**config.mk**
```make
export PLATFORM = sky130hd
export DESIGN_NAME = uart_cmd_decoder
export DESIGN_NICKNAME = d
export VERILOG_FILES = /design/src/rtl/uart_cmd_pkg.sv /design/src/rtl/uart_byte_event.sv /design/src/rtl/uart_cmd_decoder.sv
export SDC_FILE = /design/constraint.sdc
export NUM_CORES = 1
export LEC_CHECK = 0
export CAP_MARGIN = 20
export CORE_MARGIN = 3
export CORE_UTILIZATION = 53
export DETAILED_ROUTE_END_ITERATION = 7
export PLACE_DENSITY = 0.78
export RECOVER_POWER = 100
export SYNTH_ARGS = -nofsm -noshare
export SYNTH_HDL_FRONTEND = slang
export SYNTH_SLANG_ARGS = --single-unit
```
**constraint.sdc**
```tcl
create_clock -name clk_16bd -period 2.8 [get_ports clk_16bd]
set_clock_uncertainty 0.2 [all_clocks]
set_input_delay 0.56 -clock clk_16bd [delete_from_list [all_inputs] [get_ports clk_16bd]]
set_output_delay 0.56 -clock clk_16bd [all_outputs]
set_load 0.05 [all_outputs]
```
**src/rtl/uart_cmd_pkg.sv**
```systemverilog
// Shared constants and FSM encoding for the UART command decoder.
package uart_cmd_pkg;

    localparam logic [7:0] SYNC_BYTE = 8'hA5;
    localparam logic [7:0] CHK_SEED  = 8'h5A;
    localparam logic [3:0] OP_WRITE  = 4'h1;

    typedef enum logic [1:0] {
        StHunt,
        StCmd,
        StData,
        StChk
    } state_e;

    function automatic logic [7:0] pkt_chk(input logic [7:0] cmd, input logic [7:0] data);
        return cmd ^ data ^ CHK_SEED;
    endfunction

endpackage

```
**src/rtl/uart_byte_event.sv**
```systemverilog
// Turns the receiver's frame_valid level into a single-cycle byte event on its rising edge.
module uart_byte_event (
    input  logic clk_16bd,
    input  logic rst,
    input  logic frame_valid,
    output logic byte_evt
);

    logic fv_q;

    // Reset high so a level already present at reset release is not seen as a new byte.
    always_ff @(posedge clk_16bd) begin
        if (rst) begin
            fv_q <= 1'b1;
        end else begin
            fv_q <= frame_valid;
        end
    end

    assign byte_evt = frame_valid & ~fv_q;

endmodule

```
**src/rtl/uart_cmd_decoder.sv**
```systemverilog
// Frames 4-byte packets (sync, cmd, data, chk) from the UART byte stream into register writes.
module uart_cmd_decoder
    import uart_cmd_pkg::*;
#(
    parameter int unsigned TIMEOUT_CYCLES = 1024
) (
    input  logic       clk_16bd,
    input  logic       rst,
    input  logic [8:0] frame,
    input  logic       frame_valid,
    output logic       wr_en,
    output logic [3:0] wr_addr,
    output logic [7:0] wr_data,
    output logic       cmd_err,
    output logic [7:0] err_count,
    output logic       busy
);

    localparam int unsigned CntW = (TIMEOUT_CYCLES > 2) ? $clog2(TIMEOUT_CYCLES) : 1;

    logic            byte_evt;
    logic [7:0]      rx_byte;
    logic            unused_frame_msb;
    logic            timeout;

    state_e          state_q, state_d;
    logic [7:0]      cmd_q, cmd_d;
    logic [7:0]      data_q, data_d;
    logic [CntW-1:0] cnt_q, cnt_d;
    logic            wr_en_q, wr_en_d;
    logic [3:0]      wr_addr_q, wr_addr_d;
    logic [7:0]      wr_data_q, wr_data_d;
    logic            cmd_err_q, cmd_err_d;
    logic [7:0]      err_count_q, err_count_d;
    logic            busy_q, busy_d;

    uart_byte_event u_byte_event (
        .clk_16bd    (clk_16bd),
        .rst         (rst),
        .frame_valid (frame_valid),
        .byte_evt    (byte_evt)
    );

    assign rx_byte          = frame[7:0];
    assign unused_frame_msb = frame[8];
    assign timeout          = (cnt_q == CntW'(TIMEOUT_CYCLES - 1));

    always_comb begin
        state_d   = state_q;
        cmd_d     = cmd_q;
        data_d    = data_q;
        wr_en_d   = 1'b0;
        wr_addr_d = wr_addr_q;
        wr_data_d = wr_data_q;
        cmd_err_d = 1'b0;

        if (state_q == StHunt || byte_evt) begin
            cnt_d = '0;
        end else begin
            cnt_d = cnt_q + CntW'(1);
        end

        // A byte on the timeout cycle takes priority over the timeout.
        unique case (state_q)
            StHunt: begin
                if (byte_evt && rx_byte == SYNC_BYTE) begin
                    state_d = StCmd;
                end
            end
            StCmd: begin
                if (byte_evt) begin
                    cmd_d   = rx_byte;
                    state_d = StData;
                end else if (timeout) begin
                    cmd_err_d = 1'b1;
                    state_d   = StHunt;
                end
            end
            StData: begin
                if (byte_evt) begin
                    data_d  = rx_byte;
                    state_d = StChk;
                end else if (timeout) begin
                    cmd_err_d = 1'b1;
                    state_d   = StHunt;
                end
            end
            StChk: begin
                if (byte_evt) begin
                    state_d = StHunt;
                    if (rx_byte == pkt_chk(cmd_q, data_q) && cmd_q[7:4] == OP_WRITE) begin
                        wr_en_d   = 1'b1;
                        wr_addr_d = cmd_q[3:0];
                        wr_data_d = data_q;
                    end else begin
                        cmd_err_d = 1'b1;
                    end
                end else if (timeout) begin
                    cmd_err_d = 1'b1;
                    state_d   = StHunt;
                end
            end
        endcase

        err_count_d = err_count_q;
        if (cmd_err_d && err_count_q != 8'hFF) begin
            err_count_d = err_count_q + 8'd1;
        end

        busy_d = (state_d != StHunt);
    end

    always_ff @(posedge clk_16bd) begin
        if (rst) begin
            state_q     <= StHunt;
            cmd_q       <= '0;
            data_q      <= '0;
            cnt_q       <= '0;
            wr_en_q     <= 1'b0;
            wr_addr_q   <= '0;
            wr_data_q   <= '0;
            cmd_err_q   <= 1'b0;
            err_count_q <= '0;
            busy_q      <= 1'b0;
        end else begin
            state_q     <= state_d;
            cmd_q       <= cmd_d;
            data_q      <= data_d;
            cnt_q       <= cnt_d;
            wr_en_q     <= wr_en_d;
            wr_addr_q   <= wr_addr_d;
            wr_data_q   <= wr_data_d;
            cmd_err_q   <= cmd_err_d;
            err_count_q <= err_count_d;
            busy_q      <= busy_d;
        end
    end

    assign wr_en     = wr_en_q;
    assign wr_addr   = wr_addr_q;
    assign wr_data   = wr_data_q;
    assign cmd_err   = cmd_err_q;
    assign err_count = err_count_q;
    assign busy      = busy_q;

endmodule

```
* Yosys cells after proc, flatten, opt, wreduce, memory -nomap -nowiden
Cells that the tools add are included.
Word-level totals: word-level logic and storage cells 51, input port bits 12, register bits after elaboration 52
Operators by class: reduce and logical (&&, ||, !) cells 12, bitwise operators 6, mux-type cells 12, equal/unequal tests 8, $add $sub $neg 2
Operators with widths (count):
- adder 10 x 1 -> 10 bit, second input constant | 1
- == test 10 bit, second input constant | 1
- two-way mux 2 bit | 5
- adder 8 x 1 -> 8 bit, second input constant | 1
- == test 8 bit | 1
- == test 8 bit, second input constant | 1
- inequality test 8 bit, second input constant | 1
- one-hot mux 2 bit (4 select lines) | 1
- bitwise XOR 8 bit | 1
- two-way mux 1 bit | 5
- == test 2 bit, second input constant | 2
- == test 4 x 1 -> 1 bit, second input constant | 1
- inverter 4 bit | 1
- AND reduction 2 bit | 2
- OR reduction 2 bit | 2
- logical AND 1 bit | 3
- inverter 1 bit | 3
- AND reduction 3 bit | 1
- OR reduction 3 bit | 1
- == test 2 x 1 -> 1 bit, second input constant | 1
- logical NOT 2 bit | 1
- one-hot mux 1 bit (2 select lines) | 1
- nonzero test 2 bit | 1
- bitwise AND 1 bit | 1
- logical OR 1 bit | 1

* Logic depth before layout (Yosys ltp)
Gate-level depths: netlist (run 1).
word-level depth 8, gate-level depth with buffers 8

* Cells and area by module
Synthesis (run 1) repeated with hierarchy kept, for this count alone.
Unflattened totals: cell total of the unflattened synthesis 257, area total of the unflattened synthesis 2352.3 µm²
By module, submodules not included:
- uart_cmd_decoder | area each 2319.7 µm², times used 1, sequential area each 1021.0 µm², cells an instance 254
- uart_byte_event | area each 32.5 µm², times used 1, sequential area each 20.0 µm², cells an instance 3

* Worst setup path after synthesis (run 1)
No wires, ideal clock.
path type input-to-reg, from input port frame[5], to register err_count_q[2], in the netlist err_count[2], arrival 2043 ps, setup time 121 ps, setup slack 436 ps, required time 2479 ps, stages 7, path through xor3_2 > nor4_4 > a31oi_1 > o221ai_2 > buf_6 > nor2_2 > mux2_4
On the way: cells in the longest elaborated chain, start to end 6
RTL lines:
- start: declaration | line uart_cmd_decoder.sv:9 | input logic [8:0] frame,
- == test 8 bit | line uart_cmd_decoder.sv:91 | if (rx_byte == pkt_chk(cmd_q, data_q) && cmd_q[7:4] == OP_WRITE) begin
- logical AND 1 bit | line uart_cmd_decoder.sv:91
- two-way mux 1 bit | line uart_cmd_decoder.sv:91
- two-way mux 1 bit | line uart_cmd_decoder.sv:89 | if (byte_evt) begin
- one-hot mux 1 bit (2 select lines) | line uart_cmd_decoder.sv:64 | unique case (state_q)
- logical AND 1 bit | line uart_cmd_decoder.sv:106 | if (cmd_err_d && err_count_q != 8'hFF) begin
- end signal: assignment | line uart_cmd_decoder.sv:134 | err_count_q <= err_count_d;
- end: declaration | line uart_cmd_decoder.sv:34 | logic [7:0] err_count_q, err_count_d;
Every way passes these cells. A chain may end at the register's enable or synchronous reset.

* Worst setup path in the final report (run 1)
from input port frame[1], to register err_count_q[6], in the netlist err_count[6]
The elaborated chain is that of the path after synthesis.

==> impl_metrics.json, run 1 <==
{
  "ant_nets": 0,
  "dieHeight_um": 72.5,
  "rows": 23,
  "r2r-start": "cnt_q[0]",
  "grt_pass1_wl_um": 7970,
  "worstSetupEndpointType": "register",
  "seqPwrFrac_pct": 60.1,
  "yosys.area.top_type": "dfxtp_1",
  "cts.sinks": 52,
  "fin_crit_ps": 2610,
  "start_util_pct": 56.6,
  "path_class": "input pin to register",
  "p_comb_share_pct": 4.9,
  "die_width_um": 72.5,
  "drive_above_1_share_pct": 10.5,
  "cts_tree": "done",
  "powerDensity_nw_per_um2": 424,
  "syn_inst": 248,
  "synth_fp_nets": 266,
  "critPathRequiredTime_ps": 2820,
  "grt_overflow": 0,
  "netlist.area_leader.share_pct": 44.4,
  "synth_seq_area_share_pct": 44.4,
  "cap_violations": 0,
  "outcome": "finished, final reports clean",
  "n_fill_cell": 347,
  "hold_class": "register to register",
  "clockRootBuffer": "clkbuf_8",
  "antenna_found_initial": 0,
  "internal_power_mw": 0.975,
  "hold_buffers": 0,
  "clk_latency_ps": 300,
  "clockBufferDepth": 2,
  "slew_headroom_pct": 64.2,
  "finalCritPeriodShare_pct": 93.2,
  "leakagePower_nw": 1.20,
  "grt_max_degree": 24,
  "yosysMostFrequentCell": "dfxtp_1",
  "synth_area_um2": 2340,
  "fmax_mhz": 383,
  "ir_drop_mv": 0.292,
  "drc": 0,
  "num-nets-final": 312,
  "power_switching_mw": 0.256,
  "synthDistinctLibCells": 40,
  "port_buffers": 33,
  "grt_util_all_layers_pct": 18.9,
  "vias": 1867,
  "core_area_um2": 4140,
  "setup_violations": 0,
  "vias_per_cell": 5.41,
  "ys.flop_type": "dfxtp_1",
  "pwr-share-clk_pct": 34.9,
  "first_iter_violations": 106,
  "synth_common_cells": "52 x dfxtp_1, 42 x nor2_1, 21 x mux2i_1",
  "ios": 35,
  "slew_viol_final": 0,
  "dieArea_um2": 5260,
  "tightest_slew_ps": 537,
  "rsz0062_at_grt": "false",
  "dp_hpwl_um": 3460,
  "crit_start": "frame[1]",
  "crit_fanout": 3,
  "firstDrtPassIters": 5,
  "hold_start": "cnt_q[0]",
  "setup_ws_ps": 191,
  "grt_pass1_vias": 1789,
  "switching_share_pct": 20.8,
  "synth-edff-count": 0,
  "area_growth_pct": 23.7,
  "stdcell_count": 345,
  "gp_congestion": 0.804,
  "cts_setup_buffers": 0,
  "yosys-top-cells-area": "dfxtp_1 44%, mux2i_1 9.0%, nor2_1 6.7%",
  "hold_viol_final": 0,
  "cp-start-kind": "input pin",
  "yosysWarnings": 0,
  "cts_resized": 0,
  "dp.cells": 337,
  "wl_per_cell_um": 13.5,
  "ctsHtreeMaxLevel": 2,
  "clk_pin_slew_ps": 90,
  "worstPathArrival_ps": 2630,
  "diodes": 0,
  "dp_slack_ps": -149,
  "ys_seq_elements": 52,
  "synthArstFlopShare_pct": 0,
  "syn_area_per_cell_um2": 9.45,
  "routed_wl_um": 4650,
  "cts_inserted_buffers": 5
}
## layout make-up
type                       count  area [um2]  share of cell area, %
multi-input combinational    179        1220                   42.1
sequential                    52        1040                   35.9
timing repair buffer          50         463                   16.0
clock buffer                   8        90.1                   3.11
tap                           50        62.6                   2.16
inverter                       6        22.5                  0.777
## stage by stage
stage          hold WS [ps]  util, %  power [mW]  TNS [ps]  cell area, um2
6_report                271     70.0        1.23         0            2900
5_1_grt                 300     70.0        1.28         0            2900
4_1_cts                 276     70.1        1.24         0            2910
3_5_place_dp            255     68.0       0.819      -732            2820
3_3_place_gp            245     68.0       0.819      -360            2820
2_1_floorplan           230        -       0.783         0            2340
## power groups by stage
stage	Sequential, mW	Clock, mW	Combinational [mW]
after floorplan	0.757	0	0.0260
after global placement	0.757	0	0.0619
after detailed placement	0.757	0	0.0617
after CTS	0.740	0.443	0.0620
after global routing	0.740	0.471	0.0654
final	0.740	0.430	0.0608
## final timing paths
path | endpoint | slack [ps] | cells after the start
worst max-delay path | err_count[6] | 190 | 8
worst min-delay path | cnt_q[0] | 270 | 1
worst max register to register | err_count[7] | 230 | 8
worst min register to register | cnt_q[0] | 270 | 1
## flip-flops by register name (all words and copies together) (netlist names)
register	count
cmd_err	1
data_q	8
u_byte_event.fv_q	1
wr_addr	4
err_count	8
cnt_q	10
busy	1
state_q	2
wr_data	8
cmd_q	8
wr_en	1
## layer usage
layer	share of wire (%)	up-vias	routed length, um	GRT usage [%]
met4	1.4	0	63	6.76
met3	2.9	6	133	3.32
met1	49	891	2280	25.6
li1	-	938	-	-
met2	47	32	2170	30.2
met5	0	-	0	0
## cell usage in the layout (no fill, tap or decap), types with 2 or more instances in the layout
cell type	n
dfxtp_1	52
nor2_1	42
dlygate4sd3_1	24
mux2i_1	21
nand3_1	19
nand2_1	17
buf_4	13
a21oi_1	12
clkdlybuf4s50_1	9
xor2_1	8
inv_1	6
xnor2_1	6
ha_1	6
clkbuf_8	6
o21ai_0	5
nor2b_1	4
and3_1	4
clkbuf_1	4
or4_1	3
or3_1	2
nor4bb_1	2
or2_2	2
a211oi_1	2
xnor3_1	2
xor3_2	2
nor3_1	2
a31oi_1	2
o31ai_1	2
## worst max-delay path, cell delays in order
cell	delay, ps
clkdlybuf4s50_1	500
xnor3_1	350
nor4_4	330
a31oi_1	160
clkbuf_4	170
o211a_1	210
nor2b_1	130
a211oi_1	220
## cell families (layout without fill, tap and decap cells)
family / after synthesis / in the layout / share of synthesized area (%)
buf+inv: 17 / 64 / 3.52
mux: 22 / 22 / 9.61
compound gates: 27 / 27 / 7.15
flops: 52 / 52 / 44.4
simple gates: 106 / 106 / 22.8
xor+xnor: 18 / 18 / 9.29
fa+ha+maj: 6 / 6 / 3.20
No activity file was read; power rests on OpenSTA's default activity.
==> inputs of run 2 (changes only) <==
GPL_ROUTABILITY_DRIVEN = 0   (was unset)
SLEW_MARGIN = 10   (was unset)
==> results of run 2 <==
Final layout, timing and power as in run 1 (identical DEF).
